==> config.mk <==
export PLATFORM = sky130hd
export DESIGN_NAME = bus_stream_writer_flat
export DESIGN_NICKNAME = d
export VERILOG_FILES = /design/src/rtl/bus_stream_writer_if.sv /design/src/rtl/bus_stream_writer.sv /design/src/flat_wrapper.sv
export SDC_FILE = /design/constraint.sdc
export NUM_CORES = 1
export LEC_CHECK = 0
export ABC_CLOCK_PERIOD_IN_PS = 3800
export CORE_MARGIN = 5
export CORE_UTILIZATION = 45
export DETAILED_ROUTE_END_ITERATION = 8
export DONT_BUFFER_PORTS = 1
export PLACE_DENSITY_LB_ADDON = 0.08
export RECOVER_POWER = 25
export SLEW_MARGIN = 20
export SYNTH_ARGS = -nofsm -noshare
export SYNTH_HDL_FRONTEND = slang
export SYNTH_SLANG_ARGS = --single-unit
==> constraint.sdc <==
create_clock -name clk -period 3.8 [get_ports clk]
set_input_delay 0.76 -clock clk [delete_from_list [all_inputs] [get_ports clk]]
set_output_delay 0.76 -clock clk [all_outputs]
set_load 0.1 [all_outputs]
==> src/rtl/bus_stream_writer_if.sv <==
// -----------------------------------------------------------------------------
// bus_stream_writer_if
//   data_m memory bus shared by bus initiators (Core data port, stream writer)
//   and their responders (MemArbiter, bus mux, memory).
//
//   data_m_addr      [18:0]  halfword address (byte address bits [19:1])
//   data_m_data_out  [15:0]  write data
//   data_m_access            transaction request, held until data_m_ack
//   data_m_ack               one-cycle completion from the responder
//   data_m_wr_en             write enable, qualifies data_m_access
//   data_m_bytesel   [1:0]   [0] = low byte (even address), [1] = high byte
// -----------------------------------------------------------------------------
interface bus_stream_writer_if;
    logic [18:0] data_m_addr;
    logic [15:0] data_m_data_out;
    logic        data_m_access;
    logic        data_m_ack;
    logic        data_m_wr_en;
    logic [1:0]  data_m_bytesel;

    modport master (
        output data_m_addr,
        output data_m_data_out,
        output data_m_access,
        output data_m_wr_en,
        output data_m_bytesel,
        input  data_m_ack
    );

    modport slave (
        input  data_m_addr,
        input  data_m_data_out,
        input  data_m_access,
        input  data_m_wr_en,
        input  data_m_bytesel,
        output data_m_ack
    );
endinterface

==> src/rtl/bus_stream_writer.sv <==
// -----------------------------------------------------------------------------
// bus_stream_writer
//   Turns a byte stream into aligned 16-bit data_m write transactions, for
//   bootloader / host-side memory fill without CPU involvement.
//
//   clk, reset        system clock, asynchronous active-high reset
//   start             one-cycle command strobe, honoured only when idle
//   start_addr[19:0]  first byte address
//   length[15:0]      byte count (0 completes immediately with done)
//   in_valid/in_data  byte stream; a byte moves when in_valid & in_ready
//   in_ready          high only while collecting bytes
//   bus               data_m initiator side (see bus_stream_writer_if)
//   busy              transfer in progress
//   done / error      one-cycle pulse on completion / ack timeout
//
//   ACK_TIMEOUT       cycles to wait for data_m_ack before aborting; 0 = never
// -----------------------------------------------------------------------------
module bus_stream_writer #(
    parameter int ACK_TIMEOUT = 1024
) (
    input  logic                       clk,
    input  logic                       reset,
    input  logic                       start,
    input  logic [19:0]                start_addr,
    input  logic [15:0]                length,
    input  logic                       in_valid,
    input  logic [7:0]                 in_data,
    output logic                       in_ready,
    bus_stream_writer_if.master        bus,
    output logic                       busy,
    output logic                       done,
    output logic                       error
);

    localparam int TW = (ACK_TIMEOUT > 1) ? $clog2(ACK_TIMEOUT) : 1;

    typedef enum logic [1:0] {
        S_IDLE,
        S_COLLECT,
        S_WRITE,
        S_GAP
    } state_t;

    state_t        r_state;
    logic [19:0]   r_addr;        // next byte address
    logic [15:0]   r_remaining;   // bytes still to accept
    logic [15:0]   r_data;
    logic [1:0]    r_bsel;
    logic [18:0]   r_bus_addr;
    logic          r_access;
    logic          r_in_ready;
    logic          r_busy;
    logic          r_done;
    logic          r_error;
    logic [TW-1:0] r_tmo;

    // The lane is picked by the byte's own address, so an odd start address
    // naturally produces a lone high-byte write.
    logic w_lane_hi;
    logic w_last_byte;
    logic w_expire;

    assign w_lane_hi   = r_addr[0];
    assign w_last_byte = (r_remaining == 16'd1);
    assign w_expire    = (ACK_TIMEOUT != 0) && (r_tmo == TW'(ACK_TIMEOUT - 1));

    assign in_ready            = r_in_ready;
    assign busy                = r_busy;
    assign done                = r_done;
    assign error               = r_error;
    assign bus.data_m_addr     = r_bus_addr;
    assign bus.data_m_data_out = r_data;
    assign bus.data_m_access   = r_access;
    assign bus.data_m_wr_en    = r_access;   // this initiator only writes
    assign bus.data_m_bytesel  = r_bsel;

    // NOTE: all state here uses non-blocking assignments so every register
    // samples the pre-edge values; blocking assignments would make the result
    // depend on statement order and mismatch between simulation and gates.
    always_ff @(posedge clk or posedge reset) begin
        if (reset) begin
            r_state     <= S_IDLE;
            r_addr      <= '0;
            r_remaining <= '0;
            r_data      <= '0;
            r_bsel      <= '0;
            r_bus_addr  <= '0;
            r_access    <= 1'b0;
            r_in_ready  <= 1'b0;
            r_busy      <= 1'b0;
            r_done      <= 1'b0;
            r_error     <= 1'b0;
            r_tmo       <= '0;
        end else begin
            r_done  <= 1'b0;
            r_error <= 1'b0;

            unique case (r_state)
                S_IDLE: begin
                    if (start) begin
                        r_addr      <= start_addr;
                        r_remaining <= length;
                        if (length == 16'd0) begin
                            r_done <= 1'b1;
                        end else begin
                            r_state    <= S_COLLECT;
                            r_busy     <= 1'b1;
                            r_in_ready <= 1'b1;
                        end
                    end
                end

                S_COLLECT: begin
                    if (in_valid) begin
                        if (w_lane_hi) begin
                            r_data[15:8] <= in_data;
                            r_bsel[1]    <= 1'b1;
                        end else begin
                            r_data[7:0]  <= in_data;
                            r_bsel[0]    <= 1'b1;
                        end
                        r_addr      <= r_addr + 20'd1;
                        r_remaining <= r_remaining - 16'd1;
                        // Halfword is complete when the high lane fills or the
                        // stream ends; both bytes share r_addr[19:1].
                        if (w_lane_hi || w_last_byte) begin
                            r_state    <= S_WRITE;
                            r_in_ready <= 1'b0;
                            r_access   <= 1'b1;
                            r_bus_addr <= r_addr[19:1];
                            r_tmo      <= '0;
                        end
                    end
                end

                S_WRITE: begin
                    // An ack arriving on the expiry cycle still counts as success.
                    if (bus.data_m_ack) begin
                        r_access <= 1'b0;
                        r_data   <= '0;
                        r_bsel   <= '0;
                        if (r_remaining == 16'd0) begin
                            r_state <= S_IDLE;
                            r_busy  <= 1'b0;
                            r_done  <= 1'b1;
                        end else begin
                            r_state <= S_GAP;
                        end
                    end else if (w_expire) begin
                        r_access <= 1'b0;
                        r_data   <= '0;
                        r_bsel   <= '0;
                        r_state  <= S_IDLE;
                        r_busy   <= 1'b0;
                        r_error  <= 1'b1;
                    end else begin
                        r_tmo <= r_tmo + 1'b1;
                    end
                end

                S_GAP: begin
                    r_state    <= S_COLLECT;
                    r_in_ready <= 1'b1;
                end

                default: r_state <= S_IDLE;
            endcase
        end
    end

endmodule

==> src/flat_wrapper.sv <==
// flat-port wrapper written by rule: the top's interface ports become plain ports
module bus_stream_writer_flat 
#(
    parameter int ACK_TIMEOUT = 1024
)
  (clk, reset, start, start_addr, length, in_valid, in_data, in_ready, busy, done, error, bus_data_m_addr, bus_data_m_data_out, bus_data_m_access, bus_data_m_wr_en, bus_data_m_bytesel, bus_data_m_ack);
  bus_stream_writer_if bus_i ();
  input  logic clk;
  input  logic reset;
  input  logic start;
  input  logic [19:0] start_addr;
  input  logic [15:0] length;
  input  logic in_valid;
  input  logic [7:0] in_data;
  output logic in_ready;
  output logic busy;
  output logic done;
  output logic error;
  output wire logic [$bits(bus_i.data_m_addr)-1:0] bus_data_m_addr;
  output wire logic [$bits(bus_i.data_m_data_out)-1:0] bus_data_m_data_out;
  output wire logic [$bits(bus_i.data_m_access)-1:0] bus_data_m_access;
  output wire logic [$bits(bus_i.data_m_wr_en)-1:0] bus_data_m_wr_en;
  output wire logic [$bits(bus_i.data_m_bytesel)-1:0] bus_data_m_bytesel;
  input wire logic [$bits(bus_i.data_m_ack)-1:0] bus_data_m_ack;
  assign bus_data_m_addr = bus_i.data_m_addr;
  assign bus_data_m_data_out = bus_i.data_m_data_out;
  assign bus_data_m_access = bus_i.data_m_access;
  assign bus_data_m_wr_en = bus_i.data_m_wr_en;
  assign bus_data_m_bytesel = bus_i.data_m_bytesel;
  assign bus_i.data_m_ack = bus_data_m_ack;
  bus_stream_writer #(.ACK_TIMEOUT(ACK_TIMEOUT)) u_core (.clk(clk), .reset(reset), .start(start), .start_addr(start_addr), .length(length), .in_valid(in_valid), .in_data(in_data), .in_ready(in_ready), .bus(bus_i), .busy(busy), .done(done), .error(error));
endmodule
==> impl_metrics.tcl <==
set metrics [dict create \
    clkLatencyLatePin_ns 0.37 \
    min-delay-path-class "flip-flop to flip-flop" \
    grt-ovfl-total 0 \
    post_cts_buffers 0 \
    yosysSeqAreaShare_pct 47.2 \
    core_um2 10300 \
    clockBufferDepth 2 \
    cp.required_ns 4.06 \
    viasPerCell 5.99 \
    place_ws_ns 0.916 \
    final_core_util_pct 49.2 \
    finalCritPeriodShare_pct 76.2 \
    htreeDepth 3 \
    cts_resized 0 \
    violations "max-capacitance violations, max-slew violations" \
    startpoint_type "flip-flop" \
    worst_clock_skew_ns 0.00903 \
    cts_hold_buf 0 \
    dieArea_um2 12800 \
    grt_pass1_vias 3648 \
    place_area_um2 4900 \
    setup_ws_ns 0.903 \
    clk_pin_slew_ns 0.09 \
    syn-num-nets 539 \
    detail_route.first_pass.iterations 4 \
    ant_nets 0 \
    path_max_fanout 20 \
    final_area_um2 5080 \
    antenna_found_initial 0 \
    numCtsBuffers 9 \
    antennaDiodeCount 0 \
    worst_pin_slew_ns 2.03 \
    drtIter0Drc 237 \
    gp_congestion 0.802 \
    grt_pass1_wl_um 19000 \
    avgSynthCellArea_um2 9.91 \
    muxShareOfSynthArea_pct 9.59 \
    drv_slew 46 \
    hold_viol_final 0 \
    ys_ff_latch 90 \
    track_usage_pct 18.6 \
    placement_rows 37 \
    cts_tree "done" \
    ys_warn_count 0 \
    finalSetupViolCount 0 \
    drv_cap 1 \
    max_freq_ghz 0.345 \
    place_hpwl_um 8120 \
    drive_gt1_share_pct 12.9 \
    final_cell_mix "89 x dfrtp_1, 41 x a21oi_1, 40 x nand2_1" \
    vias 3688 \
    synth_top_family_by_area "compound AO/OA/AOI/OAI gates" \
    clockRootBuffer "clkbuf_8" \
    synthSimpleGateAreaFrac_pct 17.9 \
    syn_area_um2 4770 \
    drc_errors 0 \
    period_needed_ns 2.90 \
    die-height_um 113 \
    fin_setup_tns_ns 0 \
    synthXorXnorAreaFrac_pct 0 \
    wl_per_cell_um 18.6 \
    synth_edf_count 0 \
    ys.flop_type "dfrtp_1" \
    drt_wl_total_um 11500 \
    yosysUniqueCellTypes 60 \
    synth_fa_ha_area_share_pct 2.10 \
    syn2layout_area_growth_pct 6.32 \
    crit_slowest_cell "ha_1" \
    ios 92 \
    worstSetupEndpointType "flip-flop" \
    clock-sinks 90 \
    status "finished, violations left" \
    grt_max_degree 49 \
    slew_headroom_pct -36.1 \
    fin_nets 532 \
    ys_async_sr_fraction_pct 100 \
    start_util_pct 46.2 \
    layout_commonest_cell "dfrtp_1" \
    port_buffers 0 \
    critPathMaxStageDelay_ns 0.63 \
    synth_compound_area_share_pct 19.8 \
    rsz0062_at_grt "false" \
    crit_chain "inv_1, ha_1, clkinv_1, o21ai_0, o211ai_1, mux2_2" \
    die_x_um 113 \
    crit_type "flip-flop to flip-flop" \
    arrival_ns 3.15 \
    netlist_instances 482 \
]
-- final cells by class --
class	instances	area [µm²]
timing repair buffer	8	56.3
inverter	15	57.6
tap	136	170
fill	981	5250
clock buffer	11	141
clock inverter	5	38.8
sequential	90	2250
multi-input combinational	351	2360
-- cell usage after synthesis, types with 3 or more instances --
master     instances  share of area, %
o22ai_1           12               1.6
nor3_1             8              0.84
o41ai_1            3              0.55
clkbuf_1          21               1.7
o21ai_0           36               3.8
ha_1               8               2.1
o22a_1             4              0.73
o211ai_1           3              0.47
nor2_1            20               1.6
nor4_1             5              0.66
dfrtp_1           90                47
nor2b_1           12               1.6
mux2_1            10               2.4
a2bb2oi_1         16               2.9
a22o_1             3              0.55
inv_1             14               1.1
nand2_1           40               3.1
nand2b_1           3              0.39
mux2_2            28               6.6
and3_1             7              0.92
o31ai_1            4              0.63
o21a_1             4              0.63
or3_1              5              0.66
nand3_1           26               2.7
nand4_1           13               1.7
a41oi_1            4              0.73
a31oi_1            3              0.39
a21oi_1           41               4.3
mux2i_1            3              0.63
-- logic make-up after synthesis --
logic type               count (synthesis)
multiplexers                            41
buffers and inverters                   41
adder cells (fa/ha/maj)                  8
AND/OR/NAND/NOR                        156
flip-flops                              90
AO/OA/AOI/OAI                          146
-- worst max-delay path: cells and delay by family, from the launching register on --
kind	cells	cell delay [ns]
buffers and inverters	2	0.58
adder cells (fa/ha/maj)	1	0.63
flip-flops	1	0.39
AO/OA/AOI/OAI	2	0.76
multiplexers	1	0.42
-- flip-flops by register name, summed over array words and instances, names as in the netlist --
| name | cells |
|---|---|
| u_core.bus.data_m_access | 1 |
| u_core.bus.data_m_addr | 19 |
| u_core.bus.data_m_bytesel | 2 |
| u_core.bus.data_m_data_out | 16 |
| u_core.busy | 1 |
| u_core.done | 1 |
| u_core.error | 1 |
| u_core.in_ready | 1 |
| u_core.r_addr | 20 |
| u_core.r_remaining | 16 |
| u_core.r_state | 2 |
| u_core.r_tmo | 10 |
-- through the flow --
stage,hold WS (ns),cells
after detailed placement,0.504,600
after global routing,0.528,616
after CTS,0.418,616
after global placement,0.497,600
final,0.525,616
after floorplan,0.463,482
-- path summary, 6_finish.rpt --
path / start / end / slack, ns / cells past startpoint
min in group asynchronous: reset / u_core.r_addr[6] / 0.78 / 1
min reg2reg: u_core.r_tmo[4] / u_core.r_tmo[4] / 0.53 / 1
max reg2reg: u_core.r_state[0] / u_core.bus.data_m_data_out[7] / 0.90 / 6
max: u_core.r_state[0] / u_core.bus.data_m_data_out[7] / 0.90 / 6
min: u_core.r_tmo[4] / u_core.r_tmo[4] / 0.53 / 1
max in group asynchronous: reset / u_core.bus.data_m_access / 1.18 / 2
-- per-layer routing --
| metal | share of wire, % | track usage, % | up-vias |
|---|---|---|---|
| met5 | 0 | 0 | - |
| met4 | 1.7 | 6.89 | 0 |
| met3 | 7.4 | 5.83 | 15 |
| met2 | 47 | 29.0 | 88 |
| met1 | 44 | 24.3 | 1793 |
| li1 | - | - | 1792 |
Power is not shown: default switching activity piles up to over one toggle a cycle in this logic, so the estimate is an artifact.
